===== config.mk =====
export PLATFORM = sky130hd
export DESIGN_NAME = bu_writeback
export DESIGN_NICKNAME = d
export VERILOG_FILES = /design/src/rtl/bu_writeback.sv
export SDC_FILE = /design/constraint.sdc
export NUM_CORES = 1
export LEC_CHECK = 0
export ABC_CLOCK_PERIOD_IN_PS = 1800
export BUFFER_PORTS_ARGS = -buffer_cell sky130_fd_sc_hd__buf_2
export CAP_MARGIN = 25
export CORE_AREA = 5 5 229 231
export DETAILED_ROUTE_END_ITERATION = 10
export DIE_AREA = 0 0 234 236
export HOLD_SLACK_MARGIN = 0.12
export SETUP_SLACK_MARGIN = 0.4
export SYNTH_ARGS = -nofsm -noshare
export SYNTH_HDL_FRONTEND = slang
export SYNTH_SLANG_ARGS = --single-unit

===== constraint.sdc =====
create_clock -name clk_i -period 1.8 [get_ports clk_i]
set_input_delay 0.09 -clock clk_i [delete_from_list [all_inputs] [get_ports clk_i]]
set_output_delay 0.09 -clock clk_i [all_outputs]
set_load 0.01 [all_outputs]

===== src/rtl/bu_writeback.sv =====
`default_nettype none
// ============================================================================
// Module   : bu_writeback
// Purpose  : Write-back router for the 8-butterfly NTT/iNTT datapath. Tracks
//            the issue-to-result latency of the BU chain with a delay line,
//            selects the NTT or iNTT results at the tail, undoes the read-side
//            BRAM-to-BU permutation for the stage length and drives both BRAM
//            banks with a registered address, data and write enable. Counts
//            write beats and pulses done_o on the last beat of a stage.
// Ports    : clk_i, rst_i (async, active-low)
//            issue_valid_i/issue_addr_i/len_i/is_NTT_i : read-beat issue info
//            a_ntt_i/b_ntt_i/a_intt_i/b_intt_i         : BU0..7 results
//            wr_en_o/wr_addr_o/wr_data_a_o/wr_data_b_o : BRAM write port
//            done_o    : one-cycle pulse with the last beat of a stage
//            len_err_o : sticky, an unsupported stage length was issued
// Revision : 1.0 - initial release
// ============================================================================
module bu_writeback #(
    parameter int DATA_WIDTH = 13,
    parameter int BU_LAT     = 4,
    parameter int ADDR_W     = 4,
    parameter int BEATS      = 16
) (
    input  logic                        clk_i,
    input  logic                        rst_i,
    input  logic                        issue_valid_i,
    input  logic [ADDR_W-1:0]           issue_addr_i,
    input  logic [7:0]                  len_i,
    input  logic                        is_NTT_i,
    input  logic [8*(DATA_WIDTH-1)-1:0] a_ntt_i,
    input  logic [8*(DATA_WIDTH-1)-1:0] b_ntt_i,
    input  logic [8*(DATA_WIDTH-1)-1:0] a_intt_i,
    input  logic [8*(DATA_WIDTH-1)-1:0] b_intt_i,
    output logic                        wr_en_o,
    output logic [ADDR_W-1:0]           wr_addr_o,
    output logic [8*(DATA_WIDTH-1)-1:0] wr_data_a_o,
    output logic [8*(DATA_WIDTH-1)-1:0] wr_data_b_o,
    output logic                        done_o,
    output logic                        len_err_o
);

    localparam int CW    = DATA_WIDTH - 1;
    localparam int BUSW  = 8 * CW;
    localparam int CNT_W = (BEATS > 1) ? $clog2(BEATS) : 1;
    localparam logic [CNT_W-1:0] LAST_BEAT = CNT_W'(BEATS - 1);

    // Routing modes decoded from the stage length
    localparam logic [1:0] MODE_128   = 2'd0;
    localparam logic [1:0] MODE_64    = 2'd1;
    localparam logic [1:0] MODE_32    = 2'd2;
    localparam logic [1:0] MODE_SMALL = 2'd3;

    // ------------------------------------------------------------------
    // Delay line: one entry per cycle of BU latency, tail at BU_LAT-1
    // ------------------------------------------------------------------
    logic [BU_LAT-1:0] dl_valid_q;
    logic [BU_LAT-1:0] dl_ntt_q;
    logic [ADDR_W-1:0] dl_addr_q [BU_LAT];
    logic [7:0]        dl_len_q  [BU_LAT];

    always_ff @(posedge clk_i or negedge rst_i) begin
        if (!rst_i) begin
            dl_valid_q <= '0;
            dl_ntt_q   <= '0;
            for (int i = 0; i < BU_LAT; i++) begin
                dl_addr_q[i] <= '0;
                dl_len_q[i]  <= '0;
            end
        end else begin
            dl_valid_q[0] <= issue_valid_i;
            dl_ntt_q[0]   <= is_NTT_i;
            dl_addr_q[0]  <= issue_addr_i;
            dl_len_q[0]   <= len_i;
            for (int i = 1; i < BU_LAT; i++) begin
                dl_valid_q[i] <= dl_valid_q[i-1];
                dl_ntt_q[i]   <= dl_ntt_q[i-1];
                dl_addr_q[i]  <= dl_addr_q[i-1];
                dl_len_q[i]   <= dl_len_q[i-1];
            end
        end
    end

    logic              w_t_valid;
    logic              w_t_ntt;
    logic [ADDR_W-1:0] w_t_addr;
    logic [7:0]        w_t_len;

    assign w_t_valid = dl_valid_q[BU_LAT-1];
    assign w_t_ntt   = dl_ntt_q[BU_LAT-1];
    assign w_t_addr  = dl_addr_q[BU_LAT-1];
    assign w_t_len   = dl_len_q[BU_LAT-1];

    // ------------------------------------------------------------------
    // Stage-length decode
    // ------------------------------------------------------------------
    logic [1:0] w_mode;
    logic       w_legal;

    always_comb begin
        w_mode  = MODE_SMALL;
        w_legal = 1'b1;
        case (w_t_len)
            8'd128:                    w_mode = MODE_128;
            8'd64:                     w_mode = MODE_64;
            8'd32:                     w_mode = MODE_32;
            8'd16, 8'd8, 8'd4, 8'd2:   w_mode = MODE_SMALL;
            default:                   w_legal = 1'b0;
        endcase
    end

    // ------------------------------------------------------------------
    // Result selection and inverse permutation
    // ------------------------------------------------------------------
    logic [BUSW-1:0] w_a;
    logic [BUSW-1:0] w_b;

    assign w_a = w_t_ntt ? a_ntt_i : a_intt_i;
    assign w_b = w_t_ntt ? b_ntt_i : b_intt_i;

    function automatic logic [CW-1:0] slice(input logic [BUSW-1:0] v, input int k);
        return v[k*CW +: CW];
    endfunction

    logic [BUSW-1:0] w_route_a;
    logic [BUSW-1:0] w_route_b;

    // Each bank slot pair (2p, 2p+1) receives the A/B results of one BU.
    // Bank A takes BU "lo", bank B takes BU "hi" for pair p.
    always_comb begin
        w_route_a = '0;
        w_route_b = '0;
        for (int p = 0; p < 4; p++) begin
            case (w_mode)
                MODE_128: begin
                    w_route_a[(2*p)*CW +: CW]   = slice(w_a, p);
                    w_route_a[(2*p+1)*CW +: CW] = slice(w_b, p);
                    w_route_b[(2*p)*CW +: CW]   = slice(w_a, p + 4);
                    w_route_b[(2*p+1)*CW +: CW] = slice(w_b, p + 4);
                end
                MODE_64: begin
                    // lo BU = 0,1,4,5 ; hi BU = 2,3,6,7
                    w_route_a[(2*p)*CW +: CW]   = slice(w_a, p + 2*(p/2));
                    w_route_a[(2*p+1)*CW +: CW] = slice(w_b, p + 2*(p/2));
                    w_route_b[(2*p)*CW +: CW]   = slice(w_a, p + 2*(p/2) + 2);
                    w_route_b[(2*p+1)*CW +: CW] = slice(w_b, p + 2*(p/2) + 2);
                end
                default: begin
                    // len 32 and the short lengths share the even/odd split
                    w_route_a[(2*p)*CW +: CW]   = slice(w_a, 2*p);
                    w_route_a[(2*p+1)*CW +: CW] = slice(w_b, 2*p);
                    w_route_b[(2*p)*CW +: CW]   = slice(w_a, 2*p + 1);
                    w_route_b[(2*p+1)*CW +: CW] = slice(w_b, 2*p + 1);
                end
            endcase
        end
        // Short lengths: B0 and A1 trade places (A0 A1 in bank A, B0 B1 in bank B)
        if (w_mode == MODE_SMALL) begin
            w_route_a[1*CW +: CW] = slice(w_a, 1);
            w_route_b[0*CW +: CW] = slice(w_b, 0);
        end
    end

    // ------------------------------------------------------------------
    // Output register, beat counter, sticky error
    // ------------------------------------------------------------------
    logic              wr_en_q,   wr_en_d;
    logic [ADDR_W-1:0] wr_addr_q, wr_addr_d;
    logic [BUSW-1:0]   data_a_q,  data_a_d;
    logic [BUSW-1:0]   data_b_q,  data_b_d;
    logic              done_q,    done_d;
    logic              len_err_q, len_err_d;
    logic [CNT_W-1:0]  cnt_q,     cnt_d;
    logic              w_beat;

    assign w_beat = w_t_valid & w_legal;

    always_comb begin
        wr_en_d   = w_beat;
        wr_addr_d = wr_addr_q;
        data_a_d  = data_a_q;
        data_b_d  = data_b_q;
        done_d    = 1'b0;
        cnt_d     = cnt_q;
        len_err_d = len_err_q | (w_t_valid & ~w_legal);
        if (w_beat) begin
            wr_addr_d = w_t_addr;
            data_a_d  = w_route_a;
            data_b_d  = w_route_b;
            if (cnt_q == LAST_BEAT) begin
                done_d = 1'b1;
                cnt_d  = '0;
            end else begin
                cnt_d  = cnt_q + 1'b1;
            end
        end
    end

    always_ff @(posedge clk_i or negedge rst_i) begin
        if (!rst_i) begin
            wr_en_q   <= 1'b0;
            wr_addr_q <= '0;
            data_a_q  <= '0;
            data_b_q  <= '0;
            done_q    <= 1'b0;
            len_err_q <= 1'b0;
            cnt_q     <= '0;
        end else begin
            wr_en_q   <= wr_en_d;
            wr_addr_q <= wr_addr_d;
            data_a_q  <= data_a_d;
            data_b_q  <= data_b_d;
            done_q    <= done_d;
            len_err_q <= len_err_d;
            cnt_q     <= cnt_d;
        end
    end

    assign wr_en_o     = wr_en_q;
    assign wr_addr_o   = wr_addr_q;
    assign wr_data_a_o = data_a_q;
    assign wr_data_b_o = data_b_q;
    assign done_o      = done_q;
    assign len_err_o   = len_err_q;

endmodule
`default_nettype wire

# Word level (Yosys, flattened, before mapping)
# Index checks and enable logic that the tools add are counted.
totals:
  reg_bits: 259
  input_bits: 400
  output_inout_bits: 199
  elab_cells: 50
op_classes:
  n_addsub: 1
  n_eq_ne: 10
  mux: 15
  bitwise_logic: 4
  reduce_logical: 3
op_table:
  columns: ["cell", "count"]
  rows:
  - ["2-to-1 mux 96 bit", 2]
  - ["2-to-1 mux 24 bit", 4]
  - ["one-hot mux 24 bit (2 select lines)", 2]
  - ["2-to-1 mux 12 bit", 2]
  - ["== test 8 x 2 -> 1 bit, second input constant", 1]
  - ["== test 8 x 3 -> 1 bit, second input constant", 1]
  - ["== test 8 x 4 -> 1 bit, second input constant", 1]
  - ["== test 8 x 5 -> 1 bit, second input constant", 1]
  - ["== test 8 x 6 -> 1 bit, second input constant", 1]
  - ["== test 8 x 7 -> 1 bit, second input constant", 1]
  - ["== test 8 bit, second input constant", 1]
  - ["OR reduction 7 bit", 1]
  - ["one-hot mux 2 bit (3 select lines)", 1]
  - ["adder 4 x 1 -> 4 bit, second input constant", 1]
  - ["== test 4 bit, second input constant", 1]
  - ["2-to-1 mux 4 bit", 1]
  - ["2-to-1 mux 1 bit", 3]
  - ["bitwise AND 1 bit", 2]
  - ["== test 2 x 1 -> 1 bit, second input constant", 1]
  - ["== test 2 bit, second input constant", 1]
  - ["logical NOT 2 bit", 1]
  - ["OR reduction 2 bit", 1]
  - ["inverter 1 bit", 1]
  - ["OR 1 bit", 1]

# Logic depth before layout (Yosys ltp)
depth:
  word_depth: 6
  depth_mapped: 9
  depth_no_buf: 6

# Worst setup path before layout
# Ideal clock, no wire load.
synth_timing:
  kind: "register to register"
  startpoint: "register dl_len_q (netlist bit w_t_len[7])"
  endpoint: "register cnt_q[0]"
  setup_ns: 0.118
  arrival_time_ns: 1.797
  required_ns: 1.682
  path_slack_ns: -0.115
  stages_incl_launch_ff: 9
  path_buffers: 3
  period_less_slack_ns: 1.915
  cell_sequence: "dfrtp_1 > xor2_1 > mux2_2 > a32oi_4 > buf_6 > buf_8 > buf_8 > nor3b_1 > a21o_1"
synth_between:
  elab_chain_len: 4
  word_cells_on_any_way: 10
  classes_between: "eq/ne (7); mux (1); bitwise (1); reduce/logical (1)"
synth_lines:
  columns: ["item", "line", "text"]
  rows:
  - ["start, declared", "59", "logic [7:0] dl_len_q [BU_LAT];"]
  - ["start signal, assigned by index", "78", "dl_len_q[i] <= dl_len_q[i-1];"]
  - ["== test 8 x 5 -> 1 bit (tied with other cells)", "102", "case (w_t_len)"]
  - ["OR reduction 7 bit (no source line) (*)", null, null]
  - ["2-to-1 mux 1 bit (*)", "102", null]
  - ["bitwise AND 1 bit (*)", "175", "assign w_beat = w_t_valid & w_legal;"]
  - ["end signal, assigned", "214", "cnt_q <= cnt_d;"]
  - ["end, declared", "172", "logic [CNT_W-1:0] cnt_q, cnt_d;"]
# Mark *: on every way between the ends. The rest lies on a longest branch, timed or not.
# A chain may end at the register's enable or synchronous reset.

# Worst setup path in the final report
layout_timing:
  startpoint: "register dl_len_q (netlist bit w_t_len[4])"
  endpoint: "register data_b_q[82], in the netlist wr_data_b_o[82]"
layout_between:
  elab_chain_len: 4
  word_cells_on_any_way: 10
  classes_between: "eq/ne (7); mux (1); bitwise (1); reduce/logical (1)"
layout_lines:
  columns: ["item", "line", "text"]
  rows:
  - ["== test 8 x 5 -> 1 bit (tied with other cells)", "102", null]
  - ["OR reduction 7 bit (no source line) (*)", null, null]
  - ["2-to-1 mux 1 bit (*)", "102", null]
  - ["bitwise AND 1 bit (*)", "175", null]
  - ["end signal, assigned", "211", "data_b_q <= data_b_d;"]
  - ["end, declared", "169", "logic [BUSW-1:0] data_b_q, data_b_d;"]
# Marks and branches as above.

==> reports/qor.yml <==
cts-htree-levels: 1
pwr-share-clk_pct: 30.4
via_count: 14700
drc: 0
min_period_ns: 1.98
clk_path_buf_depth: 3
path_cells: "buf_4, nor4b_4, a211o_1, a32oi_4, buf_12, clkbuf_16, buf_6, o21ai_0"
fp.dieW_um: 234
synth_flop_cell: "dfrtp_1"
rows: 82
yosys_register_bits: 259
fp.dieH_um: 236
syn_nets: 1676
peakVddDrop_mv: 0.625
rr_endpoint: "wr_data_b_o[82]$_DFFE_PN0P_"
synth.cells.most_frequent: "279 x nand2_1, 259 x dfrtp_1, 181 x o21ai_0, 157 x mux2i_1, 109 x mux2_2"
status: "finished, violations left"
numCtsBuffers: 31
grt_first_pass_wirelength_mm: 89.4
critical_path_required_ns: 2.27
antenna_found_initial: 8
multiInputGateArea_sq_mm: 0.00669
setup_viol: 202
synth_top_cell_by_area: "dfrtp_1"
final_cells: 3035
violations: "negative setup slack"
netSwitchingPower_mw: 7.01
rsz0062_at_grt: "yes"
synthCells: 1275
tightest_slew_ns: 0.560
layout.nets: 2737
comb_power_share_pct: 30.7
seq_area_sq_mm: 0.00649
initial_core_util_pct: 27.2
place_area_sq_mm: 0.0182
fin_setup_tns_ns: -20.23
wl_per_cell_um: 20.9
drive_gt1_share_pct: 43.0
slew_violations: 0
place_hpwl_mm: 41.4
drtPass1Iterations: 7
cts_num_sinks: 259
synth_edf_count: 0
synth.yosys.warnings: 0
fillers: 4360
hold_depth: 5
post-place-ws_ns: -0.488
clock_skew_ns: 0.00969
routabilityCongestion: 0.895
synthArstFlopShare_pct: 100
clkTransAtPathRegs_ns: 0.06
holdCritStartpoint: "a_intt_i[49]"
utilization_pct: 48.1
grt_pass1_vias: 15700
reg2reg_depth: 8
intPower_mw: 14.1
clock_latency_ns: 0.58
portBuffers: 598
die-area_sq_mm: 0.0552
pin_count: 599
synth_cell_type_count: 34
syn2layout_area_growth_pct: 76.6
period_share_pct: 110
end_kind: "flop"
power_frac_seq_pct: 38.9
r2r_start: "w_t_len[4]$_DFF_PN0_"
relSlewSlack_pct: 62.7
start_kind: "flop"
worstSetupPathType: "flop to flop"
critPathSlowestCell: "dfrtp_1"
synth.area.top_cells: "dfrtp_1 48%, mux2i_1 12%, mux2_2 9.0%"
synth_most_common_cell: "nand2_1"
wl_mm: 63.3
rrSetupSlack_ns: -0.18
max_cap_viol_count: 0
grt_max_degree: 64
drtIter0Drc: 757
powerDensity_mw_per_mm2: 881
synth_area_sq_mm: 0.0136
whs_ns: 0.140
critPathMaxFanout: 8
avgSynthCellArea_sq_um: 10.6
tritoncts: "yes"
ant_nets: 0
max_stage_delay_ns: 0.42
cts-root-buf: "clkbuf_16"
via_per_inst: 4.83
leakage_nw: 11.8
final_cell_area_sq_mm: 0.0240
grt_usage_pct: 20.5
min_to: "wr_data_a_o[49]$_DFFE_PN0P_"
dp.cells: 2575
hold_viol: 0
swShare_pct: 33.2
fmax_mhz: 506
yosys.area.top_type_share_pct: 47.7
finalWorstSetupSlack_ns: -0.177
core_area_sq_mm: 0.0499
hp-class: "input port to flop"
cp.arrival_ns: 2.45
seq_area_frac_synth_pct: 47.7
overflow: 0
p_total_mw: 21.1
[cell type report]
cell class	instances	area share, %
repair buffers	1130	37.1
multi-input cells	913	27.9
flip-flops and latches	259	27.1
well taps	672	3.51
clock buffers	36	3.36
clock inverters	18	0.971
diodes	6	0.0626
inverters	1	0.0261
[flip-flops by register name, indices dropped and copies added (netlist names)]
register     flops
cnt_q            4
dl_addr_q       12
dl_len_q        24
dl_ntt_q         4
dl_valid_q       4
done_o           1
len_err_o        1
w_t_addr         4
w_t_len          8
wr_addr_o        4
wr_data_a_o     96
wr_data_b_o     96
wr_en_o          1
[worst max path at each step]
stage                          from                          end  slack (ns)  cells past startpoint
3_3_place_gp   w_t_len[4]$_DFF_PN0_  wr_data_a_o[23]$_DFFE_PN0P_       -0.46                      6
2_1_floorplan  w_t_len[6]$_DFF_PN0_         cnt_q[0]$_DFFE_PN0P_       -0.09                      8
4_1_cts        w_t_len[4]$_DFF_PN0_  wr_data_a_o[23]$_DFFE_PN0P_       -0.13                      6
3_5_place_dp   w_t_len[1]$_DFF_PN0_  wr_data_a_o[23]$_DFFE_PN0P_       -0.49                      6
6_report       w_t_len[4]$_DFF_PN0_  wr_data_b_o[82]$_DFFE_PN0P_       -0.18                      8
5_1_grt        w_t_len[4]$_DFF_PN0_  wr_data_b_o[82]$_DFFE_PN0P_       -0.26                      8
[critical path, delay by kind of cell, from the launching register on]
kind / cells / cell delay (ns)
buffers and inverters: 4 / 0.67
AOI/OAI and AO/OA: 3 / 0.50
DFF: 1 / 0.42
and+or+nand+nor: 1 / 0.27
[repair_timing]
action                                 CTS  global route
buffers inserted                         5             6
setup endpoints to repair              203           265
cloned                                   2            25
pin swaps                                6            13
endpoints found under the hold margin  445             0
hold buffers                           362             0
resized for setup                       77            81
[layout by cell type, fill, tap and decap left out, types with 3 or more instances in the layout]
cell	instances
clkbuf_16	52
buf_16	6
nand2_1	270
buf_4	84
nor2_1	36
a21oi_1	35
o22ai_1	12
nand2_2	9
a21o_1	3
diode_2	6
clkinv_2	4
clkbuf_1	4
buf_12	32
mux2_2	107
o221a_2	10
mux4_2	36
clkinv_4	3
nor2_2	4
buf_2	597
dlygate4sd3_1	362
buf_8	3
o21ai_0	99
o211ai_1	23
dfrtp_2	3
dfrtp_1	255
clkinvlp_4	5
buf_6	25
o21ai_2	7
bufinv_16	4
mux2i_1	156
o21ai_1	77
[logic make-up (layout without fill, tap and decap cells)]
logic type | after synthesis | after routing | synth area share, %
buffers and inverters | 103 | 1185 | 4.35
adders and majority gates | 1 | 1 | 0.0921
muxes | 302 | 302 | 26.6
xor gates and xnor gates | 3 | 3 | 0.194
and+or+nand+nor | 335 | 335 | 9.68
DFF | 259 | 259 | 47.7
other | 0 | 6 | 0
AOI/OAI and AO/OA | 272 | 272 | 11.4
[metal layers]
metal / routed length, um / vias up / part of all wire (%) / global-route usage (%)
met1: 23200 / 6983 / 37 / 22.8
li1: - / 6668 / - / -
met3: 5040 / 219 / 8.0 / 4.46
met5: 0 / - / 0 / 0
met2: 31600 / 794 / 50 / 36.5
met4: 3530 / 0 / 5.6 / 10.7
[power groups by stage]
| stage | Combinational [mW] | Clock [mW] | Sequential [mW] |
|---|---|---|---|
| after global placement | 5.51 | 0 | 8.26 |
| after floorplan | 1.79 | 0 | 8.79 |
| after detailed placement | 5.62 | 0 | 8.29 |
| after global routing | 7.03 | 6.82 | 8.39 |
| final | 6.49 | 6.42 | 8.23 |
| after CTS | 6.31 | 6.58 | 8.22 |
Power figures use the tool's default switching activity.
